==> config.mk <==
export PLATFORM = sky130hd
export DESIGN_NAME = analyser_tx_scheduler
export DESIGN_NICKNAME = d
export VERILOG_FILES = /design/src/rtl/monocular_link_pkg.sv /design/src/rtl/tx_byte_mux.sv /design/src/rtl/analyser_tx_scheduler.sv
export SDC_FILE = /design/constraint.sdc
export NUM_CORES = 1
export LEC_CHECK = 0
export CAP_MARGIN = 10
export CORE_MARGIN = 2
export CORE_UTILIZATION = 45
export CTS_CLUSTER_DIAMETER = 60
export CTS_CLUSTER_SIZE = 16
export DETAILED_ROUTE_END_ITERATION = 8
export GPL_TIMING_DRIVEN = 0
export PLACE_DENSITY = 0.76
export SYNTH_ARGS = -nofsm -noshare
export SYNTH_HDL_FRONTEND = slang
export SYNTH_HIERARCHICAL = 1
export SYNTH_SLANG_ARGS = --single-unit
==> constraint.sdc <==
create_clock -name clk -period 1.95 [get_ports clk]
set_clock_uncertainty 0.2 [all_clocks]
set_input_delay 0.39 -clock clk [delete_from_list [all_inputs] [get_ports clk]]
set_output_delay 0.39 -clock clk [all_outputs]
set_load 0.02 [all_outputs]
==> src/rtl/monocular_link_pkg.sv <==
// rtl/monocular_link_pkg.sv - shared types and constants for the analyser tx scheduler (ANALYSER_TX_CHECKSUM_EN adds the CSUM byte)
package monocular_link_pkg;

    typedef enum logic [2:0] {
        IDLE = 3'd0,
        HDR  = 3'd1,
        TIME = 3'd2,
        SMP  = 3'd3,
        CSUM = 3'd4,
        DONE = 3'd5
    } tx_state_t;

    localparam logic [7:0] HEADER_DEFAULT     = 8'hA5;
    localparam int         TIME_BYTES_DEFAULT = 4;

    // Bytes on the wire per packet: header + timestamp + sample (+ checksum)
    function automatic int packet_len(input int time_bytes);
`ifdef ANALYSER_TX_CHECKSUM_EN
        return time_bytes + 3;
`else
        return time_bytes + 2;
`endif
    endfunction

    localparam int PACKET_LEN_DEFAULT = packet_len(TIME_BYTES_DEFAULT);

endpackage

==> src/rtl/tx_byte_mux.sv <==
// rtl/tx_byte_mux.sv - combinational select of the outgoing packet byte
module tx_byte_mux
    import monocular_link_pkg::*;
#(
    parameter logic [7:0] HEADER     = HEADER_DEFAULT,
    parameter int         TIME_BYTES = TIME_BYTES_DEFAULT,
    parameter int         IDX_W      = 2
) (
    input  tx_state_t               state,
    input  logic [IDX_W-1:0]        byte_idx,
    input  logic [8*TIME_BYTES-1:0] time_lat,
    input  logic [7:0]              sample_lat,
    input  logic [7:0]              csum,
    output logic [7:0]              tx_data
);

    logic [7:0] time_byte;

    // Timestamp byte picked MSB first: index 0 is the top byte
    always_comb begin
        time_byte = 8'h00;
        for (int i = 0; i < TIME_BYTES; i++) begin
            if (byte_idx == IDX_W'(i)) begin
                time_byte = time_lat[8*(TIME_BYTES-1-i) +: 8];
            end
        end
    end

    // Byte per state; zero whenever nothing is being offered
    always_comb begin
        tx_data = 8'h00;
        case (state)
            HDR:     tx_data = HEADER;
            TIME:    tx_data = time_byte;
            SMP:     tx_data = sample_lat;
            CSUM:    tx_data = csum;
            default: tx_data = 8'h00;
        endcase
    end

endmodule

==> src/rtl/analyser_tx_scheduler.sv <==
// rtl/analyser_tx_scheduler.sv - serialises analyser events into byte packets for the UART (ANALYSER_TX_CHECKSUM_EN adds a trailing XOR byte)
module analyser_tx_scheduler
    import monocular_link_pkg::*;
#(
    parameter logic [7:0] HEADER     = HEADER_DEFAULT,
    parameter int         TIME_BYTES = TIME_BYTES_DEFAULT
) (
    input  logic                    clk,
    input  logic                    rst,
    input  logic                    enable,
    input  logic                    new_data,
    input  logic [8*TIME_BYTES-1:0] time_in,
    input  logic [7:0]              sample_in,
    output logic                    data_sent,
    output logic [7:0]              tx_data,
    output logic                    tx_valid,
    input  logic                    tx_ready,
    output logic                    busy,
    output logic [7:0]              dropped
);

    localparam int              IDX_W    = (TIME_BYTES > 1) ? $clog2(TIME_BYTES) : 1;
    localparam logic [IDX_W-1:0] LAST_IDX = IDX_W'(TIME_BYTES - 1);

    tx_state_t               state;
    tx_state_t               state_next;
    logic [IDX_W-1:0]        byte_idx;
    logic [8*TIME_BYTES-1:0] time_lat;
    logic [7:0]              sample_lat;
    logic [7:0]              csum_byte;
    logic                    idle_like;
    logic                    capture;
    logic                    drop;
    logic                    xfer;

    // DONE accepts a new event just like IDLE so packets can run back to back
    assign idle_like = (state == IDLE) || (state == DONE);
    assign capture   = idle_like && enable && new_data;
    assign drop      = !idle_like && enable && new_data;
    assign xfer      = tx_valid && tx_ready;

    // State register
    always_ff @(posedge clk or negedge rst) begin
        if (!rst) begin
            state <= IDLE;
        end else begin
            state <= state_next;
        end
    end

    // Next-state: advance only on an accepted byte, so stalls hold the current byte
    always_comb begin
        state_next = state;
        case (state)
            IDLE: if (capture) state_next = HDR;
            HDR:  if (xfer) state_next = TIME;
            TIME: if (xfer && (byte_idx == LAST_IDX)) state_next = SMP;
`ifdef ANALYSER_TX_CHECKSUM_EN
            SMP:  if (xfer) state_next = CSUM;
            CSUM: if (xfer) state_next = DONE;
`else
            SMP:  if (xfer) state_next = DONE;
`endif
            DONE: state_next = capture ? HDR : IDLE;
            default: state_next = IDLE;
        endcase
    end

    // Outputs decoded from state alone, so they are glitch-free of the inputs
    always_comb begin
        tx_valid  = (state == HDR) || (state == TIME) || (state == SMP) || (state == CSUM);
        data_sent = (state == DONE);
        busy      = (state != IDLE);
    end

    // Event latch and timestamp byte index; a drop never touches the latch
    always_ff @(posedge clk or negedge rst) begin
        if (!rst) begin
            time_lat   <= '0;
            sample_lat <= 8'h00;
            byte_idx   <= '0;
        end else if (capture) begin
            time_lat   <= time_in;
            sample_lat <= sample_in;
            byte_idx   <= '0;
        end else if (xfer && (state == TIME)) begin
            byte_idx <= byte_idx + 1'b1;
        end
    end

    // Saturating lost-event counter
    always_ff @(posedge clk or negedge rst) begin
        if (!rst) begin
            dropped <= 8'h00;
        end else if (drop && (dropped != 8'hFF)) begin
            dropped <= dropped + 8'h01;
        end
    end

`ifdef ANALYSER_TX_CHECKSUM_EN
    logic [7:0] csum;

    // Running XOR of every byte accepted so far in this packet, header included
    always_ff @(posedge clk or negedge rst) begin
        if (!rst) begin
            csum <= 8'h00;
        end else if (capture) begin
            csum <= 8'h00;
        end else if (xfer) begin
            csum <= csum ^ tx_data;
        end
    end

    assign csum_byte = csum;
`else
    assign csum_byte = 8'h00;
`endif

    tx_byte_mux #(
        .HEADER     (HEADER),
        .TIME_BYTES (TIME_BYTES),
        .IDX_W      (IDX_W)
    ) u_tx_byte_mux (
        .state      (state),
        .byte_idx   (byte_idx),
        .time_lat   (time_lat),
        .sample_lat (sample_lat),
        .csum       (csum_byte),
        .tx_data    (tx_data)
    );

endmodule

==> reports/results.ini <==
[worst_hold_path]
hold_path_depth=1
min_to=time_lat[13]
worst_hold_path_type=register to register
worstHoldStart=time_lat[13]

[worst_setup_path]
crit_path_start_kind=register
timing.rr.end=time_lat[11]
timing.critical_path.buf_inv=2
reg2reg_depth=8
required_ns=1.36
r2r_start=state[2]
worst_setup_path_end_kind=output port
worst_path_dominant_cell_family=multiplexers
cp.arrival_ns=1.92
path_cells=buf_8 > mux4_2 > a221o_1 > buf_2
critPathMaxStageDelay_ns=0.55
slowest_stage=mux4_2
crit_fanout=8
reg2reg_slack_ns=-0.32
critical_path_class=register to output port

[timing]
worstMarginPinSlew_ns=0.519
hold_viol_final=0
fin_ws_ns=-0.557
min_period_ns=2.51
max_freq_mhz=399
setup_violations=58
slew_violations=0
rsz0062_at_grt=true
finalSetupTns_ns=-17.19
min_period_over_period=1.29
slew-limit-headroom=0.652

[global_routing]
grtUsageTotal=0.192
antenna_found_initial=0
grt_pass1_vias=1942
grt_max_degree=38
grt_pass1_wl_um=9520
globalRouteOverflowTotal=0

[clock_tree]
cts_sinks=53
numCtsBuffers=5
insertion_delay_ns=0.31
clockBufferDepth=2
clk_pin_slew_worst_paths_ns=0.10
root_buffer=clkbuf_8
cts_max_level=2
tritoncts=built

[logic_synthesis]
synth_cell_type_count=40
yosysSeqAreaShare=0.491
synth.avg_cell_area_um2=13.6
synth-edff-count=0
synth_adder_area_share=0.00926
ys_warn_count=6
yosys.area_share.xor_xnor=0.0232
synth_ff_type=dfrtp_1
synth_top_family_by_area=multiplexers
synthSimpleGateAreaFrac=0.118
synth_area_um2=2700
syn_inst=199
ys_seq_elements=53
synthArstFlopShare=1.00
synth_compound_area_frac=0.0556
muxShareOfSynthArea=0.259

[final_layout]
final_area_um2=4060
seq_area_um2=1330
stdcell_count=373
multiInputGateArea_um2=1520
layout-drive-gt1-share=0.389
nets=344
syn_to_final_growth_pct=50.4
antenna_cells=0
fillers=411

[placed_design]
dpl.cell_count=345
dp_hpwl_um=4280
placed_area_um2=3470
gp_congestion=0.797
port_buffers=63

[floorplanning]
io_pins=64
row_count=28
core_um2=5850
start_util=0.462
die_y_um=81.5
die_x_um=81.5
die_area_um2=6640

[detailed_routing]
wl_per_cell_um=19.1
drc=0
first_pass_iters=5
antenna_left=0
wirelength_um=7140
vias=2020
drtIter0Drc=124
via_per_inst=5.42

[power_and_ir_drop]
cellPowerDensity_nw_per_um2=1440
peakVddDrop_uv=733
power_uw=5850
leakage_uw=0.00182

[run_status]
status=finished with violations
violations=negative setup slack

[job]
maxCapViolCount=0

-- power breakdown --
group	internal, uW	switching, uW	leakage, uW	total (uW)
combinational	1870	1350	0.00114	3220
clock	263	398	0.0000452	661
sequential	1620	349	0.000637	1970
-- what timing repair did --
item | in CTS | in global routing
gates resized for setup | 48 | 92
hold endpoints to repair | 16 | 0
setup buffers | 5 | 9
cloned | 0 | 5
pin swaps | 0 | 8
setup endpoints to repair | 59 | 55
hold buffers | 1 | 0
-- sequential cells by signal, indices dropped and copies added, names as in the netlist --
signal      flops
time_lat       32
dropped         8
sample_lat      8
state           3
byte_idx        2
-- cells in the final DEF (no fill, tap or decap), types with 2 or more instances in the layout --
cell             instances
buf_4                    9
inv_6                    2
ha_1                     2
buf_12                   6
clkdlybuf4s50_1         43
clkbuf_8                 5
nor2_1                   6
nand2b_1                 4
nand3_1                  3
nor2b_1                  2
dfrtp_2                  2
dlygate4sd2_1            7
a21oi_1                  3
clkbuf_16                5
xor2_1                   2
nor4bb_1                 8
xnor2_1                  2
buf_2                   11
mux4_2                   7
dfrtp_1                 51
and4b_1                  4
clkbuf_1                 3
o21ai_0                  4
a211o_1                  4
buf_6                    9
mux2_4                  43
nand2_1                  7
a221o_1                  4
conb_1                   8
nand4_1                  3
inv_1                    5
nor2_2                   2
-- worst max path at each step --
stage	start	endpoint	slack, ns	cells past startpoint
after global placement	rst	dropped[0]	-1.35	1
after global routing	byte_idx[0]	tx_data[5]	-0.61	4
after CTS	byte_idx[0]	tx_data[0]	-0.54	4
final	byte_idx[0]	tx_data[0]	-0.56	4
after detailed placement	byte_idx[1]	tx_data[0]	-0.74	4
after floorplan	byte_idx[0]	tx_data[5]	-0.06	3
-- layout make-up --
cell class,count,area share
multi-input cells,136,0.374
flip-flops and latches,53,0.327
repair buffers,84,0.214
plain buffers,12,0.0348
well taps,75,0.0231
clock buffers,5,0.0169
clock inverters,3,0.00616
inverters,5,0.00462
-- kinds of logic (layout without fill, tap and decap cells) --
group / count (synthesis) / after routing
mux: 53 / 53
flops: 53 / 53
compound gates: 20 / 20
xor+xnor: 5 / 5
simple gates: 48 / 48
other cells: 1 / 8
buf+inv: 17 / 109
fa+ha+maj: 2 / 2
-- cells in the mapped netlist, types with 2 or more instances --
master | number | area (um^2)
nor2_1 | 9 | 33.8
mux2_1 | 5 | 56.3
a21oi_1 | 4 | 20.0
mux4_1 | 4 | 105
nor3_1 | 2 | 10.0
o21ai_0 | 4 | 20.0
nor4bb_1 | 8 | 80.1
ha_1 | 2 | 25.0
dfrtp_1 | 53 | 1330
clkbuf_1 | 3 | 11.3
nand2b_1 | 4 | 25.0
xnor2_1 | 2 | 17.5
nor2b_1 | 2 | 12.5
inv_1 | 5 | 18.8
nand4_1 | 3 | 18.8
mux2_2 | 39 | 439
nand3_1 | 3 | 15.0
a211o_1 | 4 | 35.0
a221o_1 | 4 | 40.0
and4b_1 | 4 | 40.0
nand2_1 | 7 | 26.3
xor2_1 | 2 | 17.5
mux4_2 | 4 | 90.1
buf_6 | 6 | 67.6
-- per-stage QoR --
step | hold WS (ns) | util | setup WS [ns]
final | 0.314 | 0.695 | -0.557
after global routing | 0.333 | 0.695 | -0.613
after CTS | 0.303 | 0.608 | -0.543
after detailed placement | 0.140 | 0.593 | -0.739
after global placement | 0.263 | 0.590 | -1.35
after floorplan | -0.106 | - | -0.0606
-- per-layer routing --
metal,GRT usage,part of all wire,up-vias
li1,-,-,932
met1,0.249,0.43,1014
met2,0.331,0.51,62
met3,0.0330,0.036,12
met4,0.0542,0.019,0
met5,0,0,-
Note: power is estimated with default switching activity, not from simulation.
==> variant: new RTL, same settings <==
Re-encode `tx_state_t` (6 states) as one-hot, 6 bits wide.
--- a/src/rtl/monocular_link_pkg.sv
+++ b/src/rtl/monocular_link_pkg.sv
@@ -1,13 +1,13 @@
 // rtl/monocular_link_pkg.sv - shared types and constants for the analyser tx scheduler (ANALYSER_TX_CHECKSUM_EN adds the CSUM byte)
 package monocular_link_pkg;
 
-    typedef enum logic [2:0] {
-        IDLE = 3'd0,
-        HDR  = 3'd1,
-        TIME = 3'd2,
-        SMP  = 3'd3,
-        CSUM = 3'd4,
-        DONE = 3'd5
+    typedef enum logic [5:0] {
+        IDLE = 6'b000001,
+        HDR  = 6'b000010,
+        TIME = 6'b000100,
+        SMP  = 6'b001000,
+        CSUM = 6'b010000,
+        DONE = 6'b100000
     } tx_state_t;
 
     localparam logic [7:0] HEADER_DEFAULT     = 8'hA5;
Behaviour: no difference found for any inputs over 10 cycles, from zero or initial values and one cycle with rst low; not proved beyond that.
==> variant against the original RTL <==
  * The run ends with design-rule violations, negative setup slack left
  * Sequential cell count is 2 higher
  * Synthesized area is 12% higher
  * Via count is 12% higher
  * Worst hold slack lost 0.015 ns
  * Count of clock-buffer cells in the layout grew 1
  * Setup slack gained 0.053 ns
  * Synthesized cell count is 10% higher
  * Final area is 8.2% higher
  * Routed wire length is 5.4% higher
  * Critical endpoint is now tx_data[6]
Power is not compared: it rests on default switching activity, and its combinational part moved more than twofold at a synthesized area within 25%.
==> variant: results (changes against the original RTL) <==
[drt]
drc_errors = 1  ; was 0
avgViaCountPerCell = 5.47  ; was 5.42
wl_met2_um = 3780  ; was 3660 um
num_vias = 2253  ; was 2020
drt_iter0_markers = 169  ; was 124
met3_length_um = 367  ; was 258 um
drt_first_pass_iters = 6  ; was 5
wl_met1_um = 3270  ; was 3080 um
wl_per_cell_um = 18.3  ; was 19.1 um

[sta]
tightest_slew_ns = 0.539  ; was 0.519 ns
setup_violations = 60  ; was 58
final.setup.tns_ns = -14.21  ; was -17.19 ns
setup_ws_ns = -0.504  ; was -0.557 ns
hold_ws_ns = 0.299  ; was 0.314 ns

[worst_setup_path]
timing.rr.start = state[0]$_DFFE_PN1P_  ; was state[2]$_DFFE_PN0P_
crit_arrival_ns = 1.86  ; was 1.92 ns
rr_worst_depth = 9  ; was 8
r2r_end = time_lat[27]$_DFFE_PN0P_  ; was time_lat[11]$_DFFE_PN0P_
r2r_slack_ns = -0.31
endpoint = tx_data[6]  ; was tx_data[0]

[yosys]
synth_mux_area_frac = 0.274  ; was 0.259
synthTopCellsByCount = 54 x dfrtp_1, 39 x mux2_4, 19 x nand3_1, 15 x nor2_1, 8 x nand4_1  ; was 53 x dfrtp_1, 39 x mux2_2, 9 x nor2_1, 8 x nor4bb_1, 7 x nand2_1
synthCells = 219  ; was 199
yosys.area_share.adder = 0.00830  ; was 0.00926
yosys.area_share.xor_xnor = 0.0286  ; was 0.0232
netlist_top_cells_area = dfrtp_1 45%, mux2_4 19%, mux4_1 3.5%, nand3_1 3.2%, mux4_2 3.0%  ; was dfrtp_1 49%, mux2_2 16%, mux4_1 3.9%, mux4_2 3.3%, nor4bb_1 3.0%
synth_cell_type_count = 43  ; was 40
synthDominantCellAreaShare = 0.448  ; was 0.491
synth-compound-area-share = 0.0436  ; was 0.0556

[clock_tree]
holdBufCountCts = 1  ; unchanged
h-tree-depth = 2  ; unchanged
cts_resized = 106  ; was 48
clk_pin_slew_ns = 0.10  ; about the same

[outcome]
violations = design-rule violations, negative setup slack  ; was negative setup slack
status = finished with violations  ; unchanged

[global_route]
grtUsageMet3 = 0.0404  ; was 0.0330
met1_usage = 0.289  ; was 0.249
grt_usage = 0.211  ; was 0.192
gr-usage-met2 = 0.343  ; was 0.331
grt_pass1_vias = 2338  ; was 1942
grt_pass1_wl_um = 12000  ; was 9520 um

[place]
dp_hpwl_um = 4630  ; was 4280 um
placed_area_um2 = 3820  ; was 3470 um2
placed_cells_incl_taps = 370  ; was 345
pre_cts_slack_ns = -0.688  ; was -0.739 ns

[power_and_ir_drop]
cellLeakagePower_nw = 1.99

[layout]
final_nets = 382  ; was 344

[worst_hold_path]
whs_endpoint = dropped[7]$_DFFE_PN0P_  ; was time_lat[13]$_DFFE_PN0P_
hp-start = dropped[7]$_DFFE_PN0P_  ; was time_lat[13]$_DFFE_PN0P_

-- variant: cell types whose count changed in the layout (fill, tap and decap cells not counted), sizes merged, moves of 6 or more --
| cell | before | now |
|---|---|---|
| buf | 36 | 59 |
| nand2 | 7 | 1 |
| and3 | 0 | 6 |
| nor4bb | 8 | 0 |
| nor2 | 9 | 16 |
| clkbuf | 13 | 7 |
| nand3 | 3 | 19 |
-- variant: area by class of cell --
type                            instances  area (um2)
Inverter                                2        7.51
Sequential cell                        55        1380
Clock buffer                            6        82.6
Buffer                                 10         136
Multi-Input combinational cell        159        1660
Timing Repair Buffer                  102        1030
Tap cell                               77        96.3
Clock inverter                          1        8.76
Fill cell                             456        2030
-- variant: cell families after synthesis --
kind of cell / after synthesis
flops: 55
buf+inv: 15
other cells: 1
xor+xnor: 9
simple gates: 72
compound gates: 14
fa+ha+maj: 2
mux: 51
